==> src/rtl/lsu_mem_master.sv <==
// Load/store unit: one request at a time, byte/half/word loads and stores against a 1-cycle-latency word memory.
// Latency accept->resp: fault 1, word store 2, load 3, sub-word store 4; req_ready low until the cycle after resp.
module lsu_mem_master #(
    parameter int MEM_ADDR_BITS = 17
) (
    input  logic        clk,
    input  logic        rst,
    input  logic        req_valid,
    output logic        req_ready,
    input  logic        req_we,
    input  logic [1:0]  req_size,
    input  logic        req_unsigned,
    input  logic [31:0] req_addr,
    input  logic [31:0] req_wdata,
    output logic        resp_valid,
    output logic [31:0] resp_rdata,
    output logic        resp_err,
    output logic [31:0] mem_addr,
    output logic [31:0] mem_wdata,
    output logic        mem_wen,
    input  logic [31:0] mem_din
);

    typedef enum logic [2:0] {
        S_IDLE,
        S_RD,
        S_WAIT,
        S_WR,
        S_RESP
    } state_t;

    state_t      state;
    logic        we_q;
    logic [1:0]  size_q;
    logic        uns_q;
    logic [1:0]  lane_q;
    logic [15:0] wdata_q;

    logic        req_fault;
    logic [31:0] load_val;
    logic [31:0] merged;
    logic [7:0]  ld_byte;
    logic [15:0] ld_half;

    assign req_ready = (state == S_IDLE) && !rst;

    always_comb begin
        req_fault = 1'b0;
        if (req_size == 2'b11)
            req_fault = 1'b1;
        if (req_size == 2'b01 && req_addr[0])
            req_fault = 1'b1;
        if (req_size == 2'b10 && req_addr[1:0] != 2'b00)
            req_fault = 1'b1;
        if (req_addr[31:MEM_ADDR_BITS] != '0)
            req_fault = 1'b1;
    end

    // Lane selection uses only the latched low address bits; mem_din is the word fetched in RD.
    always_comb begin
        ld_byte  = mem_din[{lane_q, 3'b000} +: 8];
        ld_half  = mem_din[{lane_q[1], 4'b0000} +: 16];
        load_val = mem_din;
        case (size_q)
            2'b00:   load_val = {{24{ld_byte[7] & ~uns_q}}, ld_byte};
            2'b01:   load_val = {{16{ld_half[15] & ~uns_q}}, ld_half};
            default: load_val = mem_din;
        endcase
    end

    always_comb begin
        merged = mem_din;
        case (size_q)
            2'b00:   merged[{lane_q, 3'b000} +: 8]      = wdata_q[7:0];
            2'b01:   merged[{lane_q[1], 4'b0000} +: 16] = wdata_q;
            default: merged = mem_din;
        endcase
    end

    always_ff @(posedge clk) begin
        if (rst) begin
            state      <= S_IDLE;
            we_q       <= 1'b0;
            size_q     <= 2'b00;
            uns_q      <= 1'b0;
            lane_q     <= 2'b00;
            wdata_q    <= 16'h0;
            resp_valid <= 1'b0;
            resp_rdata <= 32'h0;
            resp_err   <= 1'b0;
            mem_addr   <= 32'h0;
            mem_wdata  <= 32'h0;
            mem_wen    <= 1'b0;
        end else begin
            case (state)
                S_IDLE: begin
                    mem_wen <= 1'b0;
                    if (req_valid) begin
                        we_q    <= req_we;
                        size_q  <= req_size;
                        uns_q   <= req_unsigned;
                        lane_q  <= req_addr[1:0];
                        wdata_q <= req_wdata[15:0];
                        if (req_fault) begin
                            resp_valid <= 1'b1;
                            resp_err   <= 1'b1;
                            resp_rdata <= 32'h0;
                            state      <= S_RESP;
                        end else if (req_we && req_size == 2'b10) begin
                            mem_addr  <= {req_addr[31:2], 2'b00};
                            mem_wdata <= req_wdata;
                            mem_wen   <= 1'b1;
                            state     <= S_WR;
                        end else begin
                            mem_addr <= {req_addr[31:2], 2'b00};
                            state    <= S_RD;
                        end
                    end
                end
                S_RD: begin
                    state <= S_WAIT;
                end
                S_WAIT: begin
                    if (!we_q) begin
                        resp_rdata <= load_val;
                        resp_err   <= 1'b0;
                        resp_valid <= 1'b1;
                        state      <= S_RESP;
                    end else begin
                        mem_wdata <= merged;
                        mem_wen   <= 1'b1;
                        state     <= S_WR;
                    end
                end
                S_WR: begin
                    mem_wen    <= 1'b0;
                    resp_valid <= 1'b1;
                    resp_rdata <= 32'h0;
                    resp_err   <= 1'b0;
                    state      <= S_RESP;
                end
                S_RESP: begin
                    resp_valid <= 1'b0;
                    state      <= S_IDLE;
                end
                default: begin
                    mem_wen    <= 1'b0;
                    resp_valid <= 1'b0;
                    state      <= S_IDLE;
                end
            endcase
        end
    end

endmodule

==> config.mk <==
export PLATFORM = sky130hd
export DESIGN_NAME = lsu_mem_master
export DESIGN_NICKNAME = d
export VERILOG_FILES = /design/src/rtl/lsu_mem_master.sv
export SDC_FILE = /design/constraint.sdc
export NUM_CORES = 1
export LEC_CHECK = 0
export ABC_AREA = 1
export CORE_MARGIN = 2
export CORE_UTILIZATION = 49
export DETAILED_ROUTE_END_ITERATION = 16
export GPL_TIMING_DRIVEN = 0
export PLACE_DENSITY = 0.89
export SETUP_SLACK_MARGIN = 0.05
export SLEW_MARGIN = 30
export SYNTH_ARGS = -nofsm -noshare
export SYNTH_HDL_FRONTEND = slang
export SYNTH_SLANG_ARGS = --single-unit
==> constraint.sdc <==
create_clock -name clk -period 3.09 [get_ports clk]
set_clock_uncertainty 0.05 [all_clocks]
set_input_delay 0.618 -clock clk [delete_from_list [all_inputs] [get_ports clk]]
set_output_delay 0.618 -clock clk [all_outputs]
set_load 0.02 [all_outputs]
# ---- Word level (Yosys, flattened, before mapping)
# Index checks and enable logic that the tools add are counted.
dict set report classes {
  n_mul 0
  reduce_logical 18
  eq_ne 14
  div_mod_pow 0
  shift 6
  addsub 2
  mux 33
  magnitude_cmp 0
  bitwise 6
}
# op n
set ops {}
lappend ops {{32-bit two-way mux} 7}
lappend ops {{32-bit case mux with 2 select lines} 3}
lappend ops {{32-bit case mux with 3 select lines} 1}
lappend ops {{32-bit bitwise mux} 2}
lappend ops {{16-bit by 7-bit variable shift with 32-bit output (first input constant)} 1}
lappend ops {{8-bit by 7-bit variable shift with 32-bit output (first input constant)} 1}
lappend ops {{16-bit by 7-bit variable part select with 32-bit output} 1}
lappend ops {{32-bit by 6-bit variable part select with 16-bit output} 1}
lappend ops {{32-bit by 6-bit variable part select with 8-bit output} 1}
lappend ops {{8-bit by 7-bit variable part select with 32-bit output} 1}
lappend ops {{15-bit nonzero test} 1}
lappend ops {{5-bit negator with 7-bit output} 2}
lappend ops {{1-bit two-way mux} 12}
lappend ops {{3-bit case mux with 4 select lines} 1}
lappend ops {{2-bit != test (second input constant)} 5}
lappend ops {{3-bit two-way mux} 3}
lappend ops {{4-bit AND reduction} 2}
lappend ops {{3-bit by 2-bit equality test with 1-bit output (second input constant)} 2}
lappend ops {{1-bit case mux with 3 select lines} 2}
lappend ops {{5-bit AND reduction} 1}
lappend ops {{2-bit by 1-bit equality test with 1-bit output (second input constant)} 2}
lappend ops {{2-bit equality test (second input constant)} 2}
lappend ops {{1-bit logical AND} 4}
lappend ops {{1-bit inverter} 4}
lappend ops {{14 further kinds} 17}
dict set report totals {
  n_memories 0
  reg_bits 122
  mem_bits_ro 0
  mem_bits_rw 0
  elab_cells 91
  latchBits 0
  output_inout_bits 100
}

# ---- Depth between registers and ports, before layout
# Gate-level depths: netlist (run 1).
dict set report depth {
  ltp_word 8
  depth_mapped 14
  depth_no_buf 11
}

# ---- Least setup slack after synthesis (run 1)
# Ideal clock, no wire load.
dict set report synth_path {
  path_kind {register to register}
  startpoint {reg lane_q[1]}
  endpoint {reg mem_wdata[29]}
  period_less_slack_ns 2.181
  stages_incl_launch_ff 14
  setup_time_ns 0.065
  required_time_ns 2.975
  t_arrival_ns 2.067
  slack_ns 0.909
  path_cell_list {dfxtp_1 > inv_1 > buf_2 > buf_1 > ha_1 > buf_2 > inv_1 > buf_2 > nand4_1 > nand2_1 > nand2_1 > a21oi_1 > o21ai_0 > nor2_1}
}
dict set report synth_via {
  elab_chain_len 6
  word_cells_on_any_way 11
}
# element line
set synth_lines {}
lappend synth_lines {{from (decl)} 36} ;# logic [1:0] lane_q;
lappend synth_lines {{from (signal assigned)} 102} ;# lane_q <= req_addr[1:0];
lappend synth_lines {{5-bit negator with 7-bit output, on equally long branches} {75, 74}}
lappend synth_lines {{16-bit by 7-bit variable part select with 32-bit output (tied with other cells)} 75} ;# 2'b01: merged[{lane_q[1], 4'b0000} +: 16] = wdata_q;
lappend synth_lines {{32-bit bitwise mux, on equally long branches} {75, 74}}
lappend synth_lines {{32-bit case mux with 2 select lines *} 73} ;# case (size_q)
lappend synth_lines {{32-bit two-way mux *} 124} ;# if (!we_q) begin
lappend synth_lines {{32-bit case mux with 2 select lines *} 95} ;# case (state)
lappend synth_lines {{to (signal assigned)} 111} ;# mem_wdata <= req_wdata;
lappend synth_lines {{to (signal assigned)} 130} ;# mem_wdata <= merged;
lappend synth_lines {{to (decl)} 19} ;# output logic [31:0] mem_wdata,
# Mark *: on every way between the ends. The rest lies on a longest branch, timed or not. The select of a mux whose other input is x is not followed.
# A chain may end at the register's enable or synchronous reset.

# ---- Final worst setup path (run 1)
dict set report layout_path {
  startpoint {in rst}
  endpoint {out req_ready}
}
dict set report layout_via {
  elab_chain_len 2
}
# element line
set layout_lines {}
lappend layout_lines {{from (decl)} 7} ;# input logic rst,
lappend layout_lines {{1-bit zero test} 45} ;# assign req_ready = (state == S_IDLE) && !rst;
lappend layout_lines {{1-bit logical AND} 45}
lappend layout_lines {{to (decl)} 9} ;# output logic req_ready,
# Every way passes these cells.

==> results of run 1 <==
[per-layer routing]
| metal | vias to the layer above | track usage [%] |
|---|---|---|
| li1 | 4161 | - |
| met1 | 3981 | 45.0 |
| met2 | 519 | 59.3 |
| met3 | 82 | 7.74 |
| met4 | 0 | 18.3 |
| met5 | - | 0 |
[worst paths after layout]
check | startpoint | cells after the start | end
setup reg to reg | lane_q[0] | 12 | mem_wdata[8]
hold reg to reg | resp_valid | 2 | resp_valid
hold / removal | resp_valid | 2 | resp_valid
setup / recovery | rst | 5 | req_ready
[layout by cell type, fill, tap and decap left out, types with 2 or more instances in the layout]
master / instances
sky130_fd_sc_hd__dfxtp_1: 122
sky130_fd_sc_hd__o21ai_1: 2
sky130_fd_sc_hd__clkbuf_16: 17
sky130_fd_sc_hd__nor2_2: 2
sky130_fd_sc_hd__o211ai_1: 3
sky130_fd_sc_hd__a211oi_1: 17
sky130_fd_sc_hd__buf_2: 32
sky130_fd_sc_hd__inv_2: 4
sky130_fd_sc_hd__inv_6: 5
sky130_fd_sc_hd__o221ai_1: 2
sky130_fd_sc_hd__buf_1: 9
sky130_fd_sc_hd__buf_4: 2
sky130_fd_sc_hd__a21oi_1: 129
sky130_fd_sc_hd__a21oi_2: 10
sky130_fd_sc_hd__conb_1: 2
sky130_fd_sc_hd__nand4_1: 37
sky130_fd_sc_hd__nand3_2: 2
sky130_fd_sc_hd__nand2_4: 2
sky130_fd_sc_hd__or2_2: 16
sky130_fd_sc_hd__clkbuf_1: 28
sky130_fd_sc_hd__inv_1: 134
sky130_fd_sc_hd__nor2_4: 2
sky130_fd_sc_hd__nand2_1: 271
sky130_fd_sc_hd__clkinv_8: 4
sky130_fd_sc_hd__nor2_1: 163
sky130_fd_sc_hd__a31oi_1: 3
sky130_fd_sc_hd__nand3_1: 56
sky130_fd_sc_hd__inv_8: 5
sky130_fd_sc_hd__ha_1: 5
sky130_fd_sc_hd__o21ai_0: 86
sky130_fd_sc_hd__clkdlybuf4s50_1: 199
sky130_fd_sc_hd__nand2_2: 11
[where the power goes]
part / leakage, nW / total, mW / internal, mW / switching, mW
combinational: 2.94 / 0.885 / 0.324 / 0.560
sequential: 0.989 / 1.65 / 1.61 / 0.0449
clock: 0.290 / 1.99 / 1.09 / 0.900
[per-stage QoR]
| step | instances | instance area (um^2) | setup TNS (ps) |
|---|---|---|---|
| floorplan | 1163 | 7200 | 0 |
| global placement | 1546 | 9420 | -218 |
| detailed placement | 1546 | 9420 | -233 |
| CTS | 1577 | 10000 | 0 |
| global route | 1576 | 10000 | 0 |
| finish | 1576 | 10000 | 0 |
[cells by family after synthesis]
logic type,count (synthesis),share of synthesized area (%)
compound gates,254,19.1
fa+ha+maj,5,0.869
buf+inv,214,12.2
flops,122,33.9
other cells,1,0.0521
simple gates,566,33.9
[worst min-delay path, stage by stage, from the launching register on]
cell                      delay (ps)
sky130_fd_sc_hd__dfxtp_1         310
sky130_fd_sc_hd__inv_1            50
sky130_fd_sc_hd__a21oi_1          50
[cell type report]
cell class	instances	area (um^2)	share of cell area, %
Timing Repair Buffer	199	1990	19.9
Clock inverter	15	173	1.72
Multi-Input combinational cell	827	3880	38.8
Inverter	138	518	5.17
Clock buffer	17	425	4.25
Tap cell	184	230	2.30
Sequential cell	122	2440	24.4
Buffer	74	350	3.50
[repair_timing]
action	4_1_cts	5_1_grt
resized for setup	1	0
pin swaps	0	0
setup endpoints to repair	1	10
[flip-flops by register name (all words and copies together), names as in the netlist]
signal and cells:
lane_q 2, mem_addr 30, mem_wdata 32, resp_valid 1, resp_err 1, size_q 2
mem_wen 1, resp_rdata 32, we_q 1, state 3, uns_q 1, wdata_q 16
==> results by stage, run 1 <==
Setup path:
- The worst setup path is captured at a primary output.
- The largest individual stage delay along the critical path comes from the cell sky130_fd_sc_hd__clkdlybuf4s50_1.
- Broken down by cell family, the worst path's largest delay share belongs to buffers and inverters.
- The arrival time of the worst setup path is between 2000 and 2500 ps.
- Together, buffers and inverters on the worst path number 3.
- The signal on the critical path passes through clkbuf_2 -> inv_1 -> nand2_1 -> nor2_1 -> clkdlybuf4s50_1.
- For the worst setup path, the data required time is 2420 ps.
- In this design, the stage delay of the slowest critical-path cell is about 600 ps.
- Of all nets on the critical path, the largest fanout is 15.
- The element type at the critical path start is an input port.
- The setup path with the least slack is of type in -> out.
- The worst setup slack for register-to-register paths is 320 ps.

Clocking:
- The hold-fix buffer count after cts is 0.
- The H-tree depth is 4.
- For the worst-skew pair, the clock arrives at the later sink with an insertion delay of roughly 430 ps.
- Clock tree synthesis found a total of 122 sinks.
- In this run the post-CTS setup repair buffer count came out at 0.
- The largest buffer count on any clock path is 2.
- The cell sitting at the root of the clock tree is a sky130_fd_sc_hd__clkbuf_16.
- TritonCTS built the clock tree.
- The clock-pin slew on the worst setup and hold paths is roughly 60 ps.
- Buffers inserted during clock tree synthesis total 17.

Routing:
- The total wirelength of the detailed-routed design is between 20000 and 30000 um.
- The starting DRC count in detailed routing is a little under 1000.
- After detailed routing, the met3 layer carries between 2000 and 3000 um of wire.
- Detailed routing inserted a total of 8743 vias.
- The average wire per cell in the routed design is around 18 um.
- After detailed routing, no signal wire sits above met4.
- For this block, wires on met1 add up to 11200 um.
- The number of routed nets with antenna violations is 0.
- The first detailed-routing pass ran for 7 iterations.
- Summed over all nets, wire length on met2 after detailed routing comes to 13400 um.
- The vias per cell is around 5.5.
- The total DRC errors in the routed layout is 0.

Final layout:
- The number of nets in the layout is around 1500.
- Relative to the synthesized area, the layout overhead comes to 39.2%.
- Cells fill between 60 and 70% of the core in the end.
- The layout filler cell count is 1267.
- In the final layout, the share of cells above drive strength 1 is under 10%.
- The repair_antennas step left the layout with diodes totalling 0.

Global route:
- For this run the aggregate overflow at the end of global routing stands at 0.
- Global routing used between 30 and 40% of the available tracks across all layers.
- Entering global routing, the biggest net connects 17 pins.
- The number of global-route vias before repair is 8114.
- The global-route wire length before repair is between 40000 and 50000 um.
- The initial antenna violation count came to 0.

Logic synthesis:
- Synthesis inferred 122 register bits.
- The number of different library cells used by synthesis comes to 35.
- After synthesis, the most frequently instantiated cells are sky130_fd_sc_hd__nand2_1 (271), sky130_fd_sc_hd__nor2_1 (163), sky130_fd_sc_hd__inv_1 (134).
- Yosys attributes the largest share of cell area to sky130_fd_sc_hd__dfxtp_1 (34%), sky130_fd_sc_hd__nand2_1 (14%), sky130_fd_sc_hd__a21oi_1 (9.0%).
- The cell with the most instances after synthesis is sky130_fd_sc_hd__nand2_1.
- The synthesized instance count is around 1200.
- The synthesized design devotes to its leading area cell type approximately a third of total area.
- The post-synthesis cell type with the largest combined area is sky130_fd_sc_hd__dfxtp_1.
- The synthesized design contains 0 enable-type register cells.
- After synthesis, flip-flops and latches occupy between 30% and 40% of the total area.
- The number of synthesis warnings is 0.
- In this run the mean area of a mapped cell was just over 6 um^2.
- Summing every instance area after synthesis gives 7200 um^2.
- The share of async-settable or async-resettable flops after synthesis is 0%.
- The main flop type after synthesis is sky130_fd_sc_hd__dfxtp_1.

Outcome:
- The flow ran to the end, and the final reports show no timing, DRC or antenna violations.

Timing:
- Setup violations remaining at the end of the flow were counted as 0.
- Setup slack closes at 154 ps.
- The headroom to the max-slew limit is a little under half.
- The worst path uses a little over nine tenths of the clock period.
- Static timing analysis puts the maximum clock frequency at around 340 MHz.
- Subtracting the final worst setup slack from the clock period gives 2940 ps.
- For the pin with the worst max-slew slack, the measured transition is around 810 ps.
- Setup repair after global routing left no endpoint under its margin.
- Final hold analysis gives a worst-case slack of between 300 and 400 ps.
- The count of pins over their slew limit is 0.
- The number of hold-slack violations in the final timing report is 0.

Placement:
- The number of buffer cells added on primary ports is approximately 200.
- The routability congestion estimate from global placement is around 1.0.
- At the placement stage, the worst setup path has a slack of -233 ps.
- The detailed placement HPWL is 22200 um.

Power and ir drop:
- Power comes to 4.53 mW.
- The power per unit of standard cell area is about 450 nW/um^2.
- For this design the static power due to leakage is 4.22 nW.
- Across the VDD grid, the largest voltage drop is ~0.00037 V.

Floorplanning:
- Pin placement for this block handled slightly above 200 I/O pins.
- The initialized floorplan defines 44 standard-cell rows.
- The height of the die is 125 um.
- For this configuration, the core starts out at a cell density of roughly 50%.
- The floorplan die area is 15700 um^2.
- The area of the core region is ~14000 um^2.
- In this run the horizontal extent of the chip is around 130 um.

Worst hold path:
- The min-delay analysis places its worst path in the category reg -> reg.

Run:
- The number of max-cap violations is 0.
(Power assumes the default switching activity.)
==> run 2, diff against run 1 <==
Settings changed: TNS_END_PERCENT set to 10.
==> results of run 2 <==
The final DEF is identical to that of run 1; final timing and power are the same.
==> run 3, diff against run 2 <==
Settings changed: TNS_END_PERCENT 10 to 20.
==> results of run 3 <==
The final DEF is identical to that of run 1; final timing and power are the same.
